[config.mk]
export PLATFORM = sky130hd
export DESIGN_NAME = freq_alarm_monitor_flat
export DESIGN_NICKNAME = d
export VERILOG_FILES = /design/src/rtl/freq_alarm_monitor_if.sv /design/src/rtl/freq_alarm_monitor.sv /design/src/flat_wrapper.sv
export SDC_FILE = /design/constraint.sdc
export NUM_CORES = 1
export LEC_CHECK = 0
export BUFFER_PORTS_ARGS = -buffer_cell sky130_fd_sc_hd__buf_2
export CAP_MARGIN = 10
export CORE_MARGIN = 2
export CORE_UTILIZATION = 46
export DETAILED_ROUTE_END_ITERATION = 16
export PLACE_DENSITY = 0.72
export SYNTH_ARGS = -nofsm -noshare
export SYNTH_HDL_FRONTEND = slang
export SYNTH_SLANG_ARGS = --single-unit
[constraint.sdc]
create_clock -name ref_clk -period 3 [get_ports ref_clk]
set_clock_uncertainty 0.15 [all_clocks]
set_input_delay 0.45 -clock ref_clk [delete_from_list [all_inputs] [get_ports ref_clk]]
set_output_delay 0.45 -clock ref_clk [all_outputs]
set_load 0.005 [all_outputs]
[src/rtl/freq_alarm_monitor_if.sv]
// Measurement strobe bundle feeding freq_alarm_monitor.
interface freq_alarm_monitor_if #(
    parameter int DATA_WIDTH = 32
);
    logic                  meas_valid;
    logic [DATA_WIDTH-1:0] meas_data;

    modport master (output meas_valid, meas_data);
    modport slave  (input  meas_valid, meas_data);
endinterface

[src/rtl/freq_alarm_monitor.sv]
// Frequency window monitor with debounce FSM, watchdog and sticky alarms.
// Define FREQ_MON_STATS_EN to build the min/max sample statistics.
module freq_alarm_monitor #(
    parameter int          DATA_WIDTH     = 32,
    parameter int          FAIL_CNT       = 3,
    parameter int          PASS_CNT       = 2,
    parameter int unsigned TIMEOUT_CYCLES = 33554432
) (
    input  logic                  ref_clk,
    input  logic                  resetn,
    freq_alarm_monitor_if.slave   meas,
    input  logic [DATA_WIDTH-1:0] lim_lo,
    input  logic [DATA_WIDTH-1:0] lim_hi,
    input  logic                  clr,
    output logic [1:0]            state,
    output logic                  alarm,
    output logic                  alarm_sticky,
    output logic                  timeout_flag,
    output logic [DATA_WIDTH-1:0] last_meas,
    output logic [DATA_WIDTH-1:0] min_seen,
    output logic [DATA_WIDTH-1:0] max_seen
);
    localparam logic [1:0] ST_INIT    = 2'd0;
    localparam logic [1:0] ST_OK      = 2'd1;
    localparam logic [1:0] ST_SUSPECT = 2'd2;
    localparam logic [1:0] ST_FAIL    = 2'd3;

    localparam logic [7:0]  FAIL_N  = 8'(FAIL_CNT);
    localparam logic [7:0]  PASS_N  = 8'(PASS_CNT);
    localparam logic [31:0] WD_LAST = 32'(TIMEOUT_CYCLES - 1);

    // Input stage: every strobe, its range verdict and clr move together,
    // so the decision stage sees one coherent event per cycle.
    logic                  s_valid;
    logic                  s_inr;
    logic                  s_clr;
    logic [DATA_WIDTH-1:0] s_data;

    logic [7:0]  viol_cnt;
    logic [7:0]  pass_cnt;
    logic [31:0] wd_cnt;

    logic [1:0] state_nx;
    logic [7:0] viol_nx;
    logic [7:0] pass_nx;
    logic       fail_entry;
    logic       wd_expire;

    always_comb begin
        state_nx   = state;
        viol_nx    = viol_cnt;
        pass_nx    = pass_cnt;
        fail_entry = 1'b0;
        wd_expire  = !s_valid && (wd_cnt == WD_LAST);
        if (s_valid) begin
            unique case (state)
                ST_INIT, ST_OK: begin
                    if (s_inr) begin
                        state_nx = ST_OK;
                        viol_nx  = 8'd0;
                    end else if (FAIL_N == 8'd1) begin
                        fail_entry = 1'b1;
                    end else begin
                        state_nx = ST_SUSPECT;
                        viol_nx  = 8'd1;
                    end
                end
                ST_SUSPECT: begin
                    if (s_inr) begin
                        state_nx = ST_OK;
                        viol_nx  = 8'd0;
                    end else if (viol_cnt + 8'd1 >= FAIL_N) begin
                        fail_entry = 1'b1;
                    end else begin
                        viol_nx = viol_cnt + 8'd1;
                    end
                end
                ST_FAIL: begin
                    if (!s_inr) begin
                        pass_nx = 8'd0;
                    end else if (pass_cnt + 8'd1 == PASS_N) begin
                        state_nx = ST_OK;
                        pass_nx  = 8'd0;
                    end else begin
                        pass_nx = pass_cnt + 8'd1;
                    end
                end
                default: state_nx = ST_INIT;
            endcase
        end else if (wd_expire) begin
            fail_entry = 1'b1;
        end
        if (fail_entry) begin
            state_nx = ST_FAIL;
            viol_nx  = 8'd0;
            pass_nx  = 8'd0;
        end
    end

    always_ff @(posedge ref_clk or negedge resetn) begin
        if (!resetn) begin
            s_valid      <= 1'b0;
            s_inr        <= 1'b0;
            s_clr        <= 1'b0;
            s_data       <= '0;
            state        <= ST_INIT;
            alarm        <= 1'b0;
            alarm_sticky <= 1'b0;
            timeout_flag <= 1'b0;
            last_meas    <= '0;
            viol_cnt     <= 8'd0;
            pass_cnt     <= 8'd0;
            wd_cnt       <= 32'd0;
        end else begin
            s_valid <= meas.meas_valid;
            s_clr   <= clr;
            s_inr   <= (meas.meas_data >= lim_lo) && (meas.meas_data <= lim_hi);
            if (meas.meas_valid) begin
                s_data <= meas.meas_data;
            end
            state    <= state_nx;
            alarm    <= (state_nx == ST_FAIL);
            viol_cnt <= viol_nx;
            pass_cnt <= pass_nx;
            wd_cnt   <= (s_valid || wd_expire) ? 32'd0 : wd_cnt + 32'd1;
            if (s_valid) begin
                last_meas <= s_data;
            end
            // Set beats clear when both land in the same cycle.
            alarm_sticky <= fail_entry | (alarm_sticky & ~s_clr);
            timeout_flag <= wd_expire | (timeout_flag & ~s_clr);
        end
    end

`ifdef FREQ_MON_STATS_EN
    logic [DATA_WIDTH-1:0] min_q;
    logic [DATA_WIDTH-1:0] max_q;
    logic [DATA_WIDTH-1:0] min_base;
    logic [DATA_WIDTH-1:0] max_base;

    // clr reloads first so a coincident sample becomes the new extreme.
    always_comb begin
        min_base = s_clr ? '1 : min_q;
        max_base = s_clr ? '0 : max_q;
    end

    always_ff @(posedge ref_clk or negedge resetn) begin
        if (!resetn) begin
            min_q <= '1;
            max_q <= '0;
        end else if (s_valid) begin
            min_q <= (s_data < min_base) ? s_data : min_base;
            max_q <= (s_data > max_base) ? s_data : max_base;
        end else begin
            min_q <= min_base;
            max_q <= max_base;
        end
    end

    assign min_seen = min_q;
    assign max_seen = max_q;
`else
    assign min_seen = '0;
    assign max_seen = '0;
`endif
endmodule

[src/flat_wrapper.sv]
// flat-port wrapper written by rule: the top's interface ports become plain ports
module freq_alarm_monitor_flat 
#(
    parameter int          DATA_WIDTH     = 32,
    parameter int          FAIL_CNT       = 3,
    parameter int          PASS_CNT       = 2,
    parameter int unsigned TIMEOUT_CYCLES = 33554432
)
  (ref_clk, resetn, lim_lo, lim_hi, clr, state, alarm, alarm_sticky, timeout_flag, last_meas, min_seen, max_seen, meas_meas_valid, meas_meas_data);
  freq_alarm_monitor_if #(.DATA_WIDTH(DATA_WIDTH)) meas_i ();
  input  logic ref_clk;
  input  logic resetn;
  input  logic [DATA_WIDTH-1:0] lim_lo;
  input  logic [DATA_WIDTH-1:0] lim_hi;
  input  logic clr;
  output logic [1:0] state;
  output logic alarm;
  output logic alarm_sticky;
  output logic timeout_flag;
  output logic [DATA_WIDTH-1:0] last_meas;
  output logic [DATA_WIDTH-1:0] min_seen;
  output logic [DATA_WIDTH-1:0] max_seen;
  input wire logic [$bits(meas_i.meas_valid)-1:0] meas_meas_valid;
  input wire logic [$bits(meas_i.meas_data)-1:0] meas_meas_data;
  assign meas_i.meas_valid = meas_meas_valid;
  assign meas_i.meas_data = meas_meas_data;
  freq_alarm_monitor #(.DATA_WIDTH(DATA_WIDTH), .FAIL_CNT(FAIL_CNT), .PASS_CNT(PASS_CNT), .TIMEOUT_CYCLES(TIMEOUT_CYCLES)) u_core (.ref_clk(ref_clk), .resetn(resetn), .meas(meas_i), .lim_lo(lim_lo), .lim_hi(lim_hi), .clr(clr), .state(state), .alarm(alarm), .alarm_sticky(alarm_sticky), .timeout_flag(timeout_flag), .last_meas(last_meas), .min_seen(min_seen), .max_seen(max_seen));
endmodule
# Word level (Yosys, flattened, before mapping)
# Index checks and enable logic that the tools add are counted.
dict set report word_totals {
  ff_bits 120
  in_bits 100
  word_cells 65
}
dict set report classes {
  addsub 3
  magnitude_cmp 3
  n_eq_ne 7
  mux 24
  bitwise_logic 5
  reduce_logical 11
}
# cell count
set ops {}
lappend ops {{$mux W8} 9}
lappend ops {{$add A32 B1 Y32 const B} 1}
lappend ops {{$eq A32 B25 Y1 const B} 1}
lappend ops {{$ge A32 B32 Y1} 1}
lappend ops {{$le A32 B32 Y1} 1}
lappend ops {{$mux W32} 1}
lappend ops {{$add A8 B1 Y8 const B} 2}
lappend ops {{$pmux W8 S2} 1}
lappend ops {{$mux W2} 6}
lappend ops {{$eq A8 B2 Y1 const B} 1}
lappend ops {{$ge A8 B2 Y1 const B} 1}
lappend ops {{$eq A2 B2 Y1 const B} 3}
lappend ops {{$mux W1} 6}
lappend ops {{$pmux W2 S3} 1}
lappend ops {{$ne A4 B2 Y1 const B} 1}
lappend ops {{$reduce_bool A2 Y1} 2}
lappend ops {{$reduce_and A3 Y1} 1}
lappend ops {{$reduce_bool A3 Y1} 1}
lappend ops {{$and A1 B1 Y1} 2}
lappend ops {{$eq A2 B1 Y1 const B} 1}
lappend ops {{$logic_and A1 B1 Y1} 2}
lappend ops {{$logic_not A2 Y1} 1}
lappend ops {{$or A1 B1 Y1} 2}
lappend ops {{$reduce_and A2 Y1} 1}
lappend ops {{4 further kinds} 4}

# Logic depth before layout (Yosys ltp)
# Gate-level depths: netlist of run 1.
dict set report depth {
  ltp_word 8
  depth_mapped 8
  depth_no_buf 8
}

# Least setup slack after synthesis of run 1
# No wires, ideal clock.
dict set report synth_timing {
  path_kind {register to register}
  from {reg u_core.wd_cnt[6]}
  to {reg u_core.wd_cnt[31]}
  arrival_ns 1.985
  required_ns 2.777
  slack_ns 0.792
  stages_incl_launch_ff 8
  synth_period_minus_slack_ns 2.208
  path_cell_list {dfrtp_1 -> nand4_2 -> or2_1 -> or3_4 -> or2_1 -> clkbuf_2 -> or3_1 -> a21oi_2}
}
dict set report synth_between {
  elab_chain_len 4
  elab_cells_between_ends 5
  classes_between {1 x add/sub; 1 x eq/ne; 1 x mux; 2 x reduce/logical}
}
# element line_no
set synth_lines {}
lappend synth_lines {{from (decl)} freq_alarm_monitor.sv:41} ;# logic [31:0] wd_cnt;
lappend synth_lines {{from (signal assigned)} freq_alarm_monitor.sv:125} ;# wd_cnt <= (s_valid || wd_expire) ? 32'd0 : wd_cnt + 32'd1;
lappend synth_lines {{parallel branches: the longest is 3 deep, another holds $add A32 B1 Y32} --}
lappend synth_lines {{$mux W32 *} freq_alarm_monitor.sv:125}
# Every way passes the cells marked *.
# A chain may end at the register's enable or synchronous reset.

# Worst setup path after layout of run 1
dict set report layout_timing {
  from {reg u_core.viol_cnt[0]}
  to {reg u_core.pass_cnt[4]}
}
dict set report layout_between {
  elab_chain_len 8
  elab_cells_between_ends 10
  classes_between {1 x add/sub; 1 x order compare; 5 x mux; 3 x reduce/logical}
}
# element line_no
set layout_lines {}
lappend layout_lines {{from (decl)} freq_alarm_monitor.sv:39} ;# logic [7:0] viol_cnt;
lappend layout_lines {{from (signal assigned)} freq_alarm_monitor.sv:123} ;# viol_cnt <= viol_nx;
lappend layout_lines {{$add A8 B1 Y8 *} freq_alarm_monitor.sv:72} ;# end else if (viol_cnt + 8'd1 >= FAIL_N) begin
lappend layout_lines {{$ge A8 B2 Y1 *} freq_alarm_monitor.sv:72}
lappend layout_lines {{$mux W1 *} freq_alarm_monitor.sv:72}
lappend layout_lines {{$mux W1 *} freq_alarm_monitor.sv:69} ;# if (s_inr) begin
lappend layout_lines {{$mux W1 *} freq_alarm_monitor.sv:56} ;# unique case (state)
lappend layout_lines {{$mux W1 *} freq_alarm_monitor.sv:55} ;# if (s_valid) begin
lappend layout_lines {{$reduce_bool A2 Y1 (no source line)} --}
lappend layout_lines {{$reduce_and A2 Y1 (no source line)} --}
lappend layout_lines {{to (signal assigned)} freq_alarm_monitor.sv:124} ;# pass_cnt <= pass_nx;
lappend layout_lines {{to (decl)} freq_alarm_monitor.sv:40} ;# logic [7:0] pass_cnt;
# Mark *: on every way between the ends. The rest lies on a longest branch, timed or not.

==> results of run 1 <==
[cells by family after synthesis]
logic type,after synthesis
xor+xnor,28
simple gates,178
compound gates,101
mux,66
buf+inv,154
other cells,1
fa+ha+maj,69
flops,120
[layout make-up]
class	instances	area (um2)
multi-input cells	506	3630
flip-flops and latches	120	3000
clock buffers	21	460
fillers	1341	6720
clock inverters	11	148
repair buffers	144	761
well taps	211	264
inverters	72	270
[worst min path at each step]
stage                       from              endpoint  slack [ns]  cells after the start
4_1_cts        meas_meas_data[0]      u_core.s_data[0]        0.13                      2
3_5_place_dp              resetn  u_core.last_meas[14]        0.24                      1
6_report       meas_meas_data[0]      u_core.s_data[0]        0.15                      2
2_1_floorplan             resetn          u_core.alarm       0.004                      0
3_3_place_gp              resetn  u_core.last_meas[14]        0.24                      1
5_1_grt        meas_meas_data[0]      u_core.s_data[0]        0.13                      2
[power by group through the flow]
stage                     Combinational [mW]  Sequential [mW]  Clock [mW]
after global routing                   0.777             1.89        2.20
after floorplan                        0.456             1.87           0
after CTS                              0.684             1.87        2.13
after detailed placement               0.676             1.89           0
final                                  0.674             1.87        2.07
after global placement                 0.665             1.89           0
[state kept, by name (all words and copies together) (netlist names)]
signal	flops
u_core.last_meas	32
u_core.alarm_sticky	1
u_core.s_clr	1
u_core.viol_cnt	8
u_core.state	2
u_core.s_inr	1
u_core.timeout_flag	1
u_core.pass_cnt	8
u_core.wd_cnt	32
u_core.s_valid	1
u_core.s_data	32
u_core.alarm	1
[placed cells by master, fill, tap and decap left out, drive strengths merged, types with 16 or more instances in the layout]
cell type    n
nor2        41
nand3       24
a21o        16
nand4       17
a21oi       34
inv         72
mux2        64
xor2        17
ha          69
buf        142
dfrtp      120
nand2       36
o21ai       26
clkbuf      21
conb        64
[worst max-delay path: stages, from the launching register on]
cell and delay [ns]:
dfrtp_1 0.43, ha_1 0.26, nor3_1 0.22, a31oi_1 0.06, a2111oi_0 0.51, nor2_1 0.23, o21ai_2 0.31, a22o_1 0.18
[metal layers]
layer / GRT usage (%) / vias up
met5: 0 / -
met4: 5.12 / 2
met3: 5.82 / 4
met2: 31.8 / 129
met1: 23.4 / 2532
li1: - / 2630
[metrics by stage]
step	utilization [%]	hold WS [ns]	setup slack, ns
finish	56.0	0.151	0.575
detailed placement	51.8	0.241	0.419
global route	56.0	0.132	0.307
global placement	51.8	0.235	0.445
CTS	56.0	0.131	0.552
floorplan	-	0.00441	0.792
[timing repair]
action | in CTS | in global routing
gates resized for setup | 0 | 0
hold endpoints to repair | 26 | 0
setup endpoints to repair | 0 | 0
hold buffers | 2 | 0
==> qor.txt, run 1 <==
WL met2 -> 7330 um
RSZ-0062 raised after global routing -> no
Lkg Pwr -> 4.39 nW
Area Overhead vs Synth -> 18.2%
Placed instance area -> 7910 um2
Largest net degree at the start of global routing -> 51
Setup crit end kind -> flip-flop
Worst slew margin -> 42.6%
CP Launch Type -> flip-flop
Reg-to-reg endpoint -> u_core.pass_cnt[4]
Post-Synth Simple-Gate Area -> 12.6%
Post-DP HPWL -> 11200 um
Sink Count -> 120
Height of the die -> 129 um
First-pass GRT wire length -> 25000 um
Critical Path Sink -> u_core.pass_cnt[4]
Largest family of logic cells by synthesized area -> simple AND/OR/NAND/NOR gates
Via count of the first global-routing pass -> 5320
Biggest area consumer among synthesized cells -> dfrtp_1
Total GRT Usage -> 18.8%
Remaining Overflow, GRT -> 0
Wl on met1 -> 6480 um
Placed insts -> 1051
Syn Inst Count -> 717
Mapped cell area -> 7220 um2
Number of buffers created by CTS -> 17
TritonCTS clock tree -> built
WS Path Type -> reg -> reg
Initial Util -> 47.3%
Synth Flop Type -> dfrtp_1
Clock Latency Late Sink -> 0.41 ns
Postcts setup bufs -> 0
Max IR drop VDD -> 0.430 mV
R2r startpoint -> u_core.viol_cnt[0]
Post-Route WL -> 14800 um
Ports -> 201
Top-area cell type share of the netlist area -> 41.6%
Initial DRC Count -> 180
CP Data Required Time -> 3.19 ns
Nets -> 1030
DRC viols -> 0
Top layer in use -> met5
# Max-Cap Violations -> 0
# diodes -> 0
Crit path launch -> u_core.viol_cnt[0]
WP data arrival -> 2.62 ns
Hold Vio Cnt, Final -> 0
Most frequent cells after synthesis -> dfrtp_1, inv_1, ha_1
Slew Limit Fails -> 0
Power Internal -> 3.44 mW
Post-synth EDFFs -> 0
Clock share of power -> 44.9%
CTS root buffer -> clkbuf_16
Worst-path fanout max -> 7
Least-Margin Pin Slew -> 0.861 ns
Synth Area in Compound Gates -> 8.73%
Wire per inst -> 13.6 um
Reg2reg path depth -> 7
Buffers on Ports -> 136
Sequential area share after synthesis -> 41.6%
Die area -> 16700 um2
FMAX -> 412 MHz
Post-synthesis xor/xnor area fraction -> 3.40%
Setup_tns -> 0 ns
Yosys warning total -> 0
Vias -> 5297
Met3 Routed Length -> 919 um
Unique cell type count in the Yosys netlist -> 58
Status -> completed
Antenna-violating nets left -> 0
Most area-consuming cells after synthesis -> dfrtp_1, ha_1, mux2_2, buf_4, inv_1
Clk slew on worst S/H paths -> 0.06 ns
Reg-to-reg slack, setup -> 0.57 ns
Share of post-route cells with drive strength above 1 -> 28.7%
Routability-driven placement congestion ratio -> 0.811
Crit path time final -> 2.43 ns
Fin cells -> 1085
Period utilisation layout -> 80.8%
1st-pass router iterations -> 4
Setup Viol. Count Final -> 0
H-Tree Depth -> 4
Register share of total power -> 40.5%
Initial antenna violation count -> 2
Core area -> 15300 um2
Net Sw Power -> 1.17 mW
Power, Total -> 4.61 mW
Mean Syn Cell Area -> 10.1 um2
Adder-cell share of the synthesized area -> 12.0%
Die X -> 129 um
Async set-reset flop share out of synthesis -> 100%
Hold Crit Class -> in -> reg
Post-route cell area -> 8540 um2
Switching share of power -> 25.4%
Rows -> 45
Most common cell in the netlist -> dfrtp_1
Mux cell area share after synthesis -> 10.3%
FF+latch count, synth -> 120
Comb power frac -> 14.6%
Clock Tree Buf Depth -> 2
Detailed-route vias per instance -> 4.88
Pwr dens -> 540 nW/um2
No activity file was read; power rests on OpenSTA's default activity.
==> run 2, diff against run 1 <==
--- a/config.mk
+++ b/config.mk
@@ -10,7 +10,7 @@
 export CORE_MARGIN = 2
 export CORE_UTILIZATION = 46
 export DETAILED_ROUTE_END_ITERATION = 16
-export PLACE_DENSITY = 0.72
+export PLACE_DENSITY = 0.74
 export SYNTH_ARGS = -nofsm -noshare
 export SYNTH_HDL_FRONTEND = slang
 export SYNTH_SLANG_ARGS = --single-unit
==> constraint.sdc (replaced) <==
create_clock -name ref_clk -period 2.08 [get_ports ref_clk]
set_clock_uncertainty 0.15 [all_clocks]
set_input_delay 0.312 -clock ref_clk [delete_from_list [all_inputs] [get_ports ref_clk]]
set_output_delay 0.312 -clock ref_clk [all_outputs]
set_load 0.005 [all_outputs]
==> run 2 against run 1 <==
  * The flow now finishes with violations (setup timing)
  * Register-to-register slack got worse by 0.61 ns
  * Via count increased by 6.0%
  * Total power grew 51%
==> qor.txt, run 2 (synthesized netlist as in run 1, its figures left out) <==
Area of the multi-input gates -> 3770 um2
Fillcell total -> 1307
Via count of the first global-routing pass -> 5557
DRC viols -> 0
Slew Limit Fails -> 0
Critical Path, Cell by Cell -> and4_4, nand4_1, or3_4, buf_4, or3_2, a21oi_2
Die X -> 129 um
Height of the die -> 129 um
RSZ-0062 raised after global routing -> yes
Pwr dens -> 757 nW/um2
Max IR drop VDD -> 0.598 mV
Hold Crit Class -> in -> reg
Hold Path Depth -> 2
Detailed-route vias per instance -> 4.90
Buffers on Ports -> 136
Commonest non-fill, non-tap cell in the layout -> buf_2
Commonest non-fill, non-tap cells in the layout -> buf_2, dfrtp_1, inv_1, ha_1
CP max stage cell -> or3_4
# Max-Cap Violations -> 0
CP Launch Type -> flip-flop
First-pass GRT wire length -> 25800 um
H-Tree Depth -> 4
Fin cells -> 1145
Sink Count -> 120
Clk slew on worst S/H paths -> 0.05 ns
FMAX -> 473 MHz
Number of buffers created by CTS -> 17
Post-DP HPWL -> 12000 um
Die area -> 16700 um2
CP Data Required Time -> 2.27 ns
Setup ws final -> -0.0338 ns
WP data arrival -> 2.30 ns
Post-Route WL -> 16100 um
Routability-driven placement congestion ratio -> 0.846
Antenna-violating nets left -> 0
Initial DRC Count -> 301
TritonCTS clock tree -> built
Worst slew margin -> 67.0%
Remaining Overflow, GRT -> 0
Crit-path leading delay family -> simple AND/OR/NAND/NOR gates
Initial Util -> 47.3%
Share of post-route cells with drive strength above 1 -> 35.3%
WL met2 -> 7980 um
Lkg Pwr -> 4.77 nW
Reg2reg path depth -> 6
Clock Tree Buf Depth -> 2
Nets -> 1091
Wire per inst -> 14.0 um
Failing checks -> setup timing
CTS root buffer -> clkbuf_16
Met3 Routed Length -> 890 um
Period utilisation layout -> 102%
1st-pass router iterations -> 4
Worst-path fanout max -> 6
Wl on met1 -> 6850 um
Core area -> 15300 um2
Initial antenna violation count -> 0
Clock Latency Late Sink -> 0.41 ns
# diodes -> 0
Slowest cell delay on critical path -> 0.43 ns
Setup_tns -> -0.0991 ns
Total GRT Usage -> 19.7%
Top flop regs -> u_core.last_meas x32, u_core.s_data x32, u_core.wd_cnt x32
Sequential Area -> 3000 um2
Rows -> 45
Vias -> 5613
Hold Vio Cnt, Final -> 0
Setup crit end kind -> flip-flop
CP Depth -> 6
Crit path time final -> 2.11 ns
Area Overhead vs Synth -> 27.3%
Least-Margin Pin Slew -> 0.483 ns
Top layer in use -> met4
Status -> finished, violations left
Setup Viol. Count Final -> 6
Hold slack -> 0.0175 ns
Placed insts -> 1096
Ports -> 201
Worst path bufs/invs -> 1
WS Path Type -> reg -> reg
Largest net degree at the start of global routing -> 36
Finished Core Util -> 60.3%
## run 2: cell count changes in the layout (fill, tap and decap cells not counted), moves of 2 or more
| cell | change |
|---|---|
| a21oi_2 | +4 |
| clkinv_4 | -4 |
| o21ai_1 | +2 |
| buf_12 | +2 |
| o21ai_0 | -2 |
| nor4_1 | -2 |
| buf_4 | +55 |
| or2_1 | -2 |
| nor4_4 | +2 |
| clkbuf_8 | +2 |
| or2_4 | +2 |
| buf_6 | +3 |
| a21oi_1 | -4 |
## run 2: stage by stage
stage	area (um2)	setup slack, ns	total power [mW]
global route	9200	-0.111	7.29
CTS	9000	-0.0406	6.96
global placement	8290	-0.179	3.76
detailed placement	8290	-0.253	3.79
floorplan	7470	-0.0651	3.36
finish	9200	-0.0338	6.96
## run 2: timing repair
item	4_1_cts	5_1_grt
pin swaps	3	14
endpoints found under the hold margin	32	0
setup endpoints to repair	23	43
buffers inserted	3	13
gates resized for setup	5	26
hold buffers	3	0
gates cloned	0	0
## run 2: area by class of cell
cell class / instances / share of cell area (%)
multi-input cells: 506 / 41.0
well taps: 211 / 2.87
inverters: 72 / 2.94
flip-flops and latches: 120 / 32.7
repair buffers: 205 / 13.7
clock buffers: 23 / 5.31
clock inverters: 8 / 1.55
## run 2: path summary, 6_finish.rpt
check	from	end	slack, ns
max	u_core.wd_cnt[13]	u_core.wd_cnt[21]	-0.03
min	meas_meas_data[7]	u_core.s_data[7]	0.02
max reg2reg	u_core.wd_cnt[13]	u_core.wd_cnt[21]	-0.03
min reg2reg	u_core.s_clr	u_core.alarm_sticky	0.31
max in group asynchronous	resetn	u_core.s_data[20]	0.98
min in group asynchronous	resetn	u_core.s_data[6]	0.24
## run 2: where the power goes
part	total, mW	internal, mW	switching (mW)
Combinational	1.15	0.582	0.572
Clock	3.12	2.12	1.00
Sequential	2.68	2.54	0.142
## run 2: metal layers
metal	vias up	GRT usage, %
li1	2753	-
met1	2680	23.6
met2	153	33.1
met3	27	6.32
met4	0	7.61
met5	-	0
==> run 3, diff against run 2 <==
==> constraint.sdc (replaced) <==
create_clock -name ref_clk -period 1.92 [get_ports ref_clk]
set_clock_uncertainty 0.15 [all_clocks]
set_input_delay 0.288 -clock ref_clk [delete_from_list [all_inputs] [get_ports ref_clk]]
set_output_delay 0.288 -clock ref_clk [all_outputs]
set_load 0.005 [all_outputs]
==> run 3 against run 2 <==
  * The flow still finishes with violations (setup timing)
  * Utilization grew 2.2 points
  * Global-route usage grew 1.0 points
  * Routed wire length grew 3.2%
  * Sequential cell count is the same
  * Via count grew 2.4%
  * Combinational power grew 16%
  * Total power grew 2.8%
  * Largest cell class unchanged
==> qor.txt, run 3 (synthesized netlist as in run 1, its figures left out) <==
Status -> finished, violations left
Failing checks -> setup timing
Pwr dens -> 750 nW/um2
Crit-path leading delay family -> simple AND/OR/NAND/NOR gates
FMAX -> 473 MHz
Die X -> 129 um
Slowest cell delay on critical path -> 0.56 ns
Endpoint, Worst Hold -> u_core.s_data[15]
Share of post-route cells with drive strength above 1 -> 37.1%
Initial antenna violation count -> 0
1st-pass router iterations -> 4
Setup_tns -> -4.57 ns
Remaining Overflow, GRT -> 0
Post-DP HPWL -> 12200 um
CP Launch Type -> flip-flop
Lkg Pwr -> 4.97 nW
Detailed-route vias per instance -> 4.86
Top flop regs -> u_core.last_meas x32, u_core.s_data x32, u_core.wd_cnt x32
Fin cells -> 1183
Critical Path, Cell by Cell -> or4_1, nor4_2, a21o_1, buf_6, o21ai_4, a211o_1
Post-Route WL -> 16600 um
Place WS -> -0.432 ns
RSZ-0062 raised after global routing -> yes
Worst Min Path Start -> meas_meas_data[15]
Die area -> 16700 um2
First-pass GRT wire length -> 27100 um
Initial Util -> 47.3%
TritonCTS clock tree -> built
Wire per inst -> 14.0 um
Setup crit end kind -> flip-flop
Clock Tree Buf Depth -> 2
Vias -> 5750
Clk slew on worst S/H paths -> 0.05 ns
Reg-to-reg endpoint -> u_core.pass_cnt[7]
Commonest non-fill, non-tap cell in the layout -> buf_2
Power, Total -> 7.15 mW
Rows -> 45
Max IR drop VDD -> 0.595 mV
WP data arrival -> 2.26 ns
Crit path time final -> 2.12 ns
CP Data Required Time -> 2.07 ns
Area Overhead vs Synth -> 32.0%
Ports -> 201
# diodes -> 0
Finished Core Util -> 62.5%
Setup ws final -> -0.196 ns
Reg-to-reg slack, setup -> -0.20 ns
Total GRT Usage -> 20.7%
WS Path Type -> reg -> reg
Worst path bufs/invs -> 1
Routability-driven placement congestion ratio -> 0.801
Setup Viol. Count Final -> 46
H-Tree Depth -> 4
Commonest non-fill, non-tap cells in the layout -> buf_2, dfrtp_1, buf_4, inv_1, ha_1
Antenna-violating nets left -> 0
Number of buffers created by CTS -> 17
CTS root buffer -> clkbuf_16
Hold Path Depth -> 2
R2r startpoint -> u_core.wd_cnt[29]
Core area -> 15300 um2
Buffers on Ports -> 136
DRC viols -> 0
Worst-path fanout max -> 6
Clock Latency Late Sink -> 0.42 ns
CP max stage cell -> or4_1
Height of the die -> 129 um
Hold Crit Class -> in -> reg
# Max-Cap Violations -> 0
Initial DRC Count -> 283
Placed insts -> 1131
Via count of the first global-routing pass -> 5764
Nets -> 1130
Slew Limit Fails -> 0
Period utilisation layout -> 110%
Hold Vio Cnt, Final -> 0
Sink Count -> 120
Largest net degree at the start of global routing -> 46
Reg2reg path depth -> 6
run 3: layout make-up:
| cell class | count | area [um2] |
|---|---|---|
| Tap cell | 211 | 264 |
| Sequential cell | 120 | 3000 |
| Multi-Input combinational cell | 506 | 3840 |
| Inverter | 72 | 270 |
| Fill cell | 1290 | 5730 |
| Clock buffer | 26 | 489 |
| Clock inverter | 4 | 45.0 |
| Timing Repair Buffer | 244 | 1620 |
run 3: power by group:
group          switching [mW]  total (mW)  leakage [nW]  internal (mW)
logic                   0.648        1.33          3.20          0.684
registers               0.141        2.90          1.51           2.75
clock network            1.07        2.92         0.264           1.86
total                    1.86        7.15          4.97           5.30
run 3: how the worst max path moves through the flow:
stage                     slack, ns                from                  to  cells after the start
after CTS                     -0.14  u_core.viol_cnt[1]  u_core.pass_cnt[1]                      7
final                         -0.20   u_core.wd_cnt[29]  u_core.pass_cnt[7]                      6
after global placement        -0.40  meas_meas_data[28]        u_core.s_inr                      8
after global routing          -0.28   u_core.wd_cnt[10]  u_core.pass_cnt[1]                      8
after floorplan               -0.23   u_core.wd_cnt[10]   u_core.wd_cnt[31]                      7
after detailed placement      -0.43   meas_meas_data[1]        u_core.s_inr                      8
run 3: per-stage QoR:
stage	instance area (um2)	hold slack, ns
floorplan	7500	-0.158
global placement	8570	0.0561
detailed placement	8570	0.0547
CTS	9450	0.00482
global route	9530	0.00774
finish	9530	0.0177
run 3: per-layer routing:
metal  part of all wire, %  GRT usage (%)  vias up
li1                      -              -     2832
met1                    42           25.1     2736
met2                    51           35.8      167
met3                   5.9           5.66       15
met4                   1.2           6.65        0
met5                     0              0        -
run 3: repair_timing:
item                                    CTS  global route
endpoints found under the setup margin   49            52
hold endpoints to repair                131             0
gates resized for setup                  32            14
hold buffers                             12             0
buffers inserted                          7             3
pin swaps                                14             7
cloned                                    1             0
